## src/rtl/blit_engine.sv

```systemverilog
// blit_engine: copies a full screen image or one sheet tile from ROM into the
// framebuffer write port, or fills the screen with a solid colour. One ROM read
// and one framebuffer write per cycle; destination/valid are delayed ROM_LATENCY
// cycles so they line up with rom_data.
// Optional feature macro: BLIT_TRANSPARENCY_EN (tile-mode pixels equal to
// TRANSPARENT_KEY are not written).
module blit_engine #(
    parameter int SCREEN_W    = 320,
    parameter int SCREEN_H    = 240,
    parameter int TILE_SIZE   = 16,
    parameter int SHEET_COLS  = 4,
    parameter int TILE_COUNT  = 16,
    parameter int COLOUR_W    = 3,
    parameter int ROM_LATENCY = 2,
    parameter logic [COLOUR_W-1:0] TRANSPARENT_KEY = '0,
    localparam int X_W = $clog2(SCREEN_W),
    localparam int Y_W = $clog2(SCREEN_H),
    localparam int A_W = $clog2(SCREEN_W * SCREEN_H),
    localparam int T_W = $clog2(TILE_COUNT)
) (
    input  logic                clk,
    input  logic                reset_n,
    input  logic                start,
    input  logic [1:0]          mode,
    input  logic [1:0]          src_sel,
    input  logic [T_W-1:0]      tile_idx,
    input  logic [X_W-1:0]      tile_x,
    input  logic [Y_W-1:0]      tile_y,
    input  logic [COLOUR_W-1:0] fill_colour,
    output logic [A_W-1:0]      rom_addr,
    output logic [1:0]          rom_sel,
    input  logic [COLOUR_W-1:0] rom_data,
    output logic                wr_en,
    output logic [X_W-1:0]      wr_x,
    output logic [Y_W-1:0]      wr_y,
    output logic [COLOUR_W-1:0] wr_colour,
    output logic                busy,
    output logic                done
);

    localparam int SHEET_W = SHEET_COLS * TILE_SIZE;
    localparam int TILES_X = SCREEN_W / TILE_SIZE;
    localparam int TILES_Y = SCREEN_H / TILE_SIZE;

    typedef enum logic [1:0] {StIdle, StRun, StDrain, StDone} state_e;

    state_e                state_q, state_d;
    logic [1:0]            mode_q, src_sel_q;
    logic [COLOUR_W-1:0]   fill_q;
    logic [A_W-1:0]        tile_base_q;
    logic [X_W-1:0]        dx_base_q;
    logic [Y_W-1:0]        dy_base_q;
    logic [X_W-1:0]        px_q, px_d;
    logic [Y_W-1:0]        py_q, py_d;
    logic [ROM_LATENCY-1:0] vld_q;
    logic [X_W-1:0]        x_pipe_q [ROM_LATENCY];
    logic [Y_W-1:0]        y_pipe_q [ROM_LATENCY];

    logic        idx_bad, reject, issue, is_tile, is_fill, out_vld, keyed;
    logic [31:0] tile_base;
    logic [X_W-1:0] last_x;
    logic [Y_W-1:0] last_y;

    // With a power-of-two tile count every encodable index is legal.
    if (TILE_COUNT < (1 << T_W)) begin : g_idx_chk
        assign idx_bad = 32'(tile_idx) >= 32'(TILE_COUNT);
    end else begin : g_idx_full
        assign idx_bad = 1'b0;
    end

    // Request decode: rejection and sheet offset of the requested tile.
    always_comb begin
        tile_base = (32'(tile_idx) / 32'(SHEET_COLS)) * 32'(TILE_SIZE * SHEET_W)
                  + (32'(tile_idx) % 32'(SHEET_COLS)) * 32'(TILE_SIZE);
        reject    = (mode == 2'd1) && (idx_bad || (32'(tile_x) >= 32'(TILES_X)) ||
                                       (32'(tile_y) >= 32'(TILES_Y)));
    end

    assign is_tile = (mode_q == 2'd1);
    assign is_fill = mode_q[1];   // mode 3 behaves as fill
    assign last_x  = is_tile ? X_W'(TILE_SIZE - 1) : X_W'(SCREEN_W - 1);
    assign last_y  = is_tile ? Y_W'(TILE_SIZE - 1) : Y_W'(SCREEN_H - 1);

    // Latch the request so live input changes cannot disturb an operation.
    always_ff @(posedge clk or negedge reset_n) begin
        if (!reset_n) begin
            mode_q      <= '0;
            src_sel_q   <= '0;
            fill_q      <= '0;
            tile_base_q <= '0;
            dx_base_q   <= '0;
            dy_base_q   <= '0;
        end else if (state_q == StIdle && start) begin
            mode_q      <= mode;
            src_sel_q   <= src_sel;
            fill_q      <= fill_colour;
            tile_base_q <= A_W'(tile_base);
            dx_base_q   <= (mode == 2'd1) ? X_W'(32'(tile_x) * 32'(TILE_SIZE)) : '0;
            dy_base_q   <= (mode == 2'd1) ? Y_W'(32'(tile_y) * 32'(TILE_SIZE)) : '0;
        end
    end

    // State and pixel counter registers.
    always_ff @(posedge clk or negedge reset_n) begin
        if (!reset_n) begin
            state_q <= StIdle;
            px_q    <= '0;
            py_q    <= '0;
        end else begin
            state_q <= state_d;
            px_q    <= px_d;
            py_q    <= py_d;
        end
    end

    // Next state; px doubles as the drain cycle counter.
    always_comb begin
        state_d = state_q;
        px_d    = px_q;
        py_d    = py_q;
        issue   = 1'b0;
        unique case (state_q)
            StIdle: begin
                if (start) begin
                    state_d = reject ? StDone : StRun;
                    px_d    = '0;
                    py_d    = '0;
                end
            end
            StRun: begin
                issue = 1'b1;
                if (px_q == last_x) begin
                    px_d = '0;
                    if (py_q == last_y) begin
                        py_d    = '0;
                        state_d = StDrain;
                    end else begin
                        py_d = py_q + 1'b1;
                    end
                end else begin
                    px_d = px_q + 1'b1;
                end
            end
            StDrain: begin
                if (px_q == X_W'(ROM_LATENCY - 1)) begin
                    px_d    = '0;
                    state_d = StDone;
                end else begin
                    px_d = px_q + 1'b1;
                end
            end
            StDone:  state_d = StIdle;
            default: state_d = StIdle;
        endcase
    end

    // Destination/valid delay line matched to the ROM latency.
    always_ff @(posedge clk or negedge reset_n) begin
        if (!reset_n) begin
            vld_q <= '0;
            for (int i = 0; i < ROM_LATENCY; i++) begin
                x_pipe_q[i] <= '0;
                y_pipe_q[i] <= '0;
            end
        end else begin
            vld_q[0]    <= issue;
            x_pipe_q[0] <= dx_base_q + px_q;
            y_pipe_q[0] <= dy_base_q + py_q;
            for (int i = 1; i < ROM_LATENCY; i++) begin
                vld_q[i]    <= vld_q[i-1];
                x_pipe_q[i] <= x_pipe_q[i-1];
                y_pipe_q[i] <= y_pipe_q[i-1];
            end
        end
    end

    // ROM address/select, only driven while pixels are being issued.
    always_comb begin
        rom_addr = '0;
        rom_sel  = '0;
        if (state_q == StRun) begin
            if (mode_q == 2'd0) begin
                rom_addr = A_W'(py_q) * A_W'(SCREEN_W) + A_W'(px_q);
                rom_sel  = src_sel_q;
            end else if (is_tile) begin
                rom_addr = tile_base_q + A_W'(py_q) * A_W'(SHEET_W) + A_W'(px_q);
                rom_sel  = 2'd3;
            end
        end
    end

`ifdef BLIT_TRANSPARENCY_EN
    assign keyed = is_tile && (rom_data == TRANSPARENT_KEY);
`else
    logic unused_key;
    assign unused_key = ^TRANSPARENT_KEY;
    assign keyed      = 1'b0;
`endif

    // Framebuffer write port and handshake outputs.
    always_comb begin
        out_vld   = vld_q[ROM_LATENCY-1];
        wr_en     = out_vld && !keyed;
        wr_x      = x_pipe_q[ROM_LATENCY-1];
        wr_y      = y_pipe_q[ROM_LATENCY-1];
        wr_colour = out_vld ? (is_fill ? fill_q : rom_data) : '0;
        busy      = (state_q == StRun) || (state_q == StDrain);
        done      = (state_q == StDone);
    end

endmodule
```

## config.mk

```make
export PLATFORM = sky130hd
export DESIGN_NAME = blit_engine
export DESIGN_NICKNAME = d
export VERILOG_FILES = /design/src/rtl/blit_engine.sv
export SDC_FILE = /design/constraint.sdc
export NUM_CORES = 1
export LEC_CHECK = 0
export ABC_AREA = 1
export CAP_MARGIN = 25
export CELL_PAD_IN_SITES_DETAIL_PLACEMENT = 0
export CELL_PAD_IN_SITES_GLOBAL_PLACEMENT = 1
export CORE_MARGIN = 2
export CORE_UTILIZATION = 41
export CTS_BUF_LIST = sky130_fd_sc_hd__clkbuf_8
export DETAILED_ROUTE_END_ITERATION = 10
export PLACE_DENSITY = 0.85
export SLEW_MARGIN = 20
export SYNTH_ARGS = -nofsm -noshare
export SYNTH_HDL_FRONTEND = slang
export SYNTH_SLANG_ARGS = --single-unit
```

## constraint.sdc

```tcl
create_clock -name clk -period 3.6 [get_ports clk]
set_clock_uncertainty 0.05 [all_clocks]
set_input_delay 0.72 -clock clk [delete_from_list [all_inputs] [get_ports clk]]
set_output_delay 0.72 -clock clk [all_outputs]
set_load 0.02 [all_outputs]
```

==> impl_metrics.ini <==
[synth]
netlist.area_leader.share = 0.413
synth.most_common_cell = nand2_1
syn_area_um2 = 4550
async_flop_share = 1.00
yosys_warnings = 0
ys_ff_latch = 75
syn_avg_cell_area_um2 = 8.27
synthTopCellsByArea = dfrtp_1 41%, nand2_1 10%, ha_1 9.9%
synth_ff_type = dfrtp_1
syn_nets = 625
ys_types = 36
syn_inst = 550
yosysSeqAreaShare = 0.413
synth_top_area_cell = dfrtp_1
synthTopCellsByCount = 123 x nand2_1, 75 x dfrtp_1, 60 x inv_1, 49 x nor2_1, 43 x nand3_1
synth_enable_flop_cells = 0

[worst_setup_path]
cp-end-kind = primary output
crit_chain = ha_1, ha_2, fa_2, nand4_1, a21oi_2, buf_4, nand3_2, inv_1, nand2_1, nand2_1, nand2_1, nor2_1, buf_4
crit_end = rom_addr[15]
slowest_stage = fa_2
required_ns = 2.83
worst-path-max-fanout = 5
rr_endpoint = py_q[4]$_DFFE_PN0P_
r2r_cells = 11
reg2reg_slack_ns = 1.32
cpMostUsedCell = nand2_1
regToRegStartpoint = state_q[1]$_DFFE_PN0P_
crit_type = reg2out
cp-start-kind = flip-flop
arrival_ns = 2.70
slowest_delay_ns = 0.56
startpoint = py_q[1]$_DFFE_PN0P_

[pwr]
leakage_nw = 2.80
vdd_ir_drop_max_mv = 0.352
p_per_area_nw_per_um2 = 557

[route]
wl_per_cell_um = 14.6
vias = 3920
viasPerCell = 5.09
drc_errors = 0
wirelength_mm = 11.2
antenna_left = 0
dr.first_iter.drc_count = 234
firstDrtPassIters = 4

[sta]
rsz0062_at_grt = yes
fin_crit_ns = 3.47
timing.final.hold_violations = 0
tightestPinTransition_ns = 0.918
relSlewSlack = 0.388
setup_ws_ns = 0.131
setup-violations-final = 0
max_freq_mhz = 288
finalMaxSlewViolations = 0
min_period_over_period = 0.963

[flow_run]
max-cap-violations = 0

[floorplanning]
initial_core_util = 0.419
io_pins = 76
die_area_um2 = 11900
num_rows = 38
coreArea_um2 = 10800
die_w_um = 109
die_h_um = 109

[finish]
drive_above_1_share = 0.103
multi_input_area_um2 = 2290
syn_to_final_growth_pct = 23.1
fin_cells = 770
antenna_cells = 0
regArea_um2 = 1880
final_util = 0.516
nNetsFinal = 700
fillers = 1017

[clocking]
cts_max_level = 3
cts_buffer_depth = 2
cts_num_sinks = 75
tritoncts = built
cts-root-buf = clkbuf_8
clk_latency_ns = 0.36
clk_pin_slew_ns = 0.08
numCtsBuffers = 9
cts_hold_buf = 0

[grt]
grt_first_pass_wirelength_mm = 18.4
antenna_found_initial = 0
grt_pass1_vias = 3808
overflow = 0
grt_max_degree = 76
track_usage = 0.202

[run_status]
status = finished clean

[placed_design]
place_congestion = 0.867
dp.cells = 751
port_buffers = 75
dp_worst_setup_slack_ns = 0.000587
dp_hpwl_mm = 8.51

[min_path]
hp-class = reg2reg
[flip-flops by register name, summed over array words and instances, names as in the netlist, 4 cells and up]
register     cells
x_pipe_q         9
dy_base_q        4
dx_base_q        5
y_pipe_q         8
px_q             9
tile_base_q      4
wr_x             9
py_q             8
wr_y             8
[stage by stage]
stage,power (mW),setup TNS (ns),cell area [µm²],hold slack (ns)
floorplan,2.13,0,4550,0.281
global placement,2.52,0,5390,0.281
detailed placement,2.56,0,5390,0.286
CTS,3.14,-0.0487,5570,0.305
global route,3.36,-0.0772,5600,0.305
finish,3.12,0,5600,0.302
[layout by cell type (no fill, tap or decap), types with 4 or more instances in the layout]
cell             instances
a21oi_1                 33
a32o_1                   7
buf_4                   21
clkbuf_8                 9
clkdlybuf4s50_1         64
dfrtp_1                 75
fa_1                     4
ha_1                    32
inv_1                   61
nand2_1                122
nand3_1                 42
nand4_1                 14
nor2_1                  49
nor3_1                   4
o21ai_0                 28
or2_2                    5
xnor2_1                  5
xor2_1                  11
[critical path: cells and delay by family, from the launching register on]
kind | cells | cell delay [ns]
AOI/OAI and AO/OA | 1 | 0.16
adders and majority gates | 3 | 1.04
buffers and inverters | 3 | 0.34
DFF | 1 | 0.39
and+or+nand+nor | 6 | 0.43
[where the power goes]
part	internal [mW]	switching, mW	leakage [nW]	total, mW
Clock	0.247	0.329	0.0828	0.576
Sequential	1.09	0.154	1.00	1.24
Combinational	0.515	0.782	1.71	1.30
Total	1.85	1.26	2.80	3.12
[cell families (layout without fill, tap and decap cells)]
kind of cell | after synthesis | after routing | share of synthesized area
xor gates and xnor gates | 17 | 17 | 0.0327
and+or+nand+nor | 242 | 242 | 0.229
DFF | 75 | 75 | 0.413
buffers and inverters | 91 | 171 | 0.0925
AOI/OAI and AO/OA | 84 | 84 | 0.112
adders and majority gates | 41 | 41 | 0.121
[repair_timing]
action,4_1_cts,5_1_grt
setup buffers,1,2
resized for setup,23,17
pin swaps,3,4
endpoints found under the setup margin,9,15
[area by class of cell]
class | instances | area share
multi-input combinational | 384 | 0.409
clock inverter | 7 | 0.00805
clock buffer | 9 | 0.0221
inverter | 63 | 0.0427
sequential | 75 | 0.335
tap | 140 | 0.0313
timing repair buffer | 92 | 0.152
[how the worst min path moves through the flow]
| stage | startpoint | to | cells past startpoint |
|---|---|---|---|
| 2_1_floorplan | vld_q[0]$_DFF_PN0_ | vld_q[1]$_DFF_PN0_ | 0 |
| 3_3_place_gp | y_pipe_q[13]$_DFF_PN0_ | wr_y[5]$_DFF_PN0_ | 0 |
| 3_5_place_dp | y_pipe_q[8]$_DFF_PN0_ | wr_y[0]$_DFF_PN0_ | 0 |
| 4_1_cts | vld_q[0]$_DFF_PN0_ | vld_q[1]$_DFF_PN0_ | 0 |
| 5_1_grt | vld_q[0]$_DFF_PN0_ | vld_q[1]$_DFF_PN0_ | 0 |
| 6_report | vld_q[0]$_DFF_PN0_ | vld_q[1]$_DFF_PN0_ | 0 |
[routing by layer]
layer | vias to the layer above | part of all wire | GRT usage
met5 | - | 0 | 0
met4 | 0 | 0.015 | 0.0669
met3 | 10 | 0.077 | 0.0439
met2 | 129 | 0.47 | 0.323
met1 | 1838 | 0.44 | 0.273
li1 | 1943 | - | -
No activity file was read; power rests on OpenSTA's default activity.
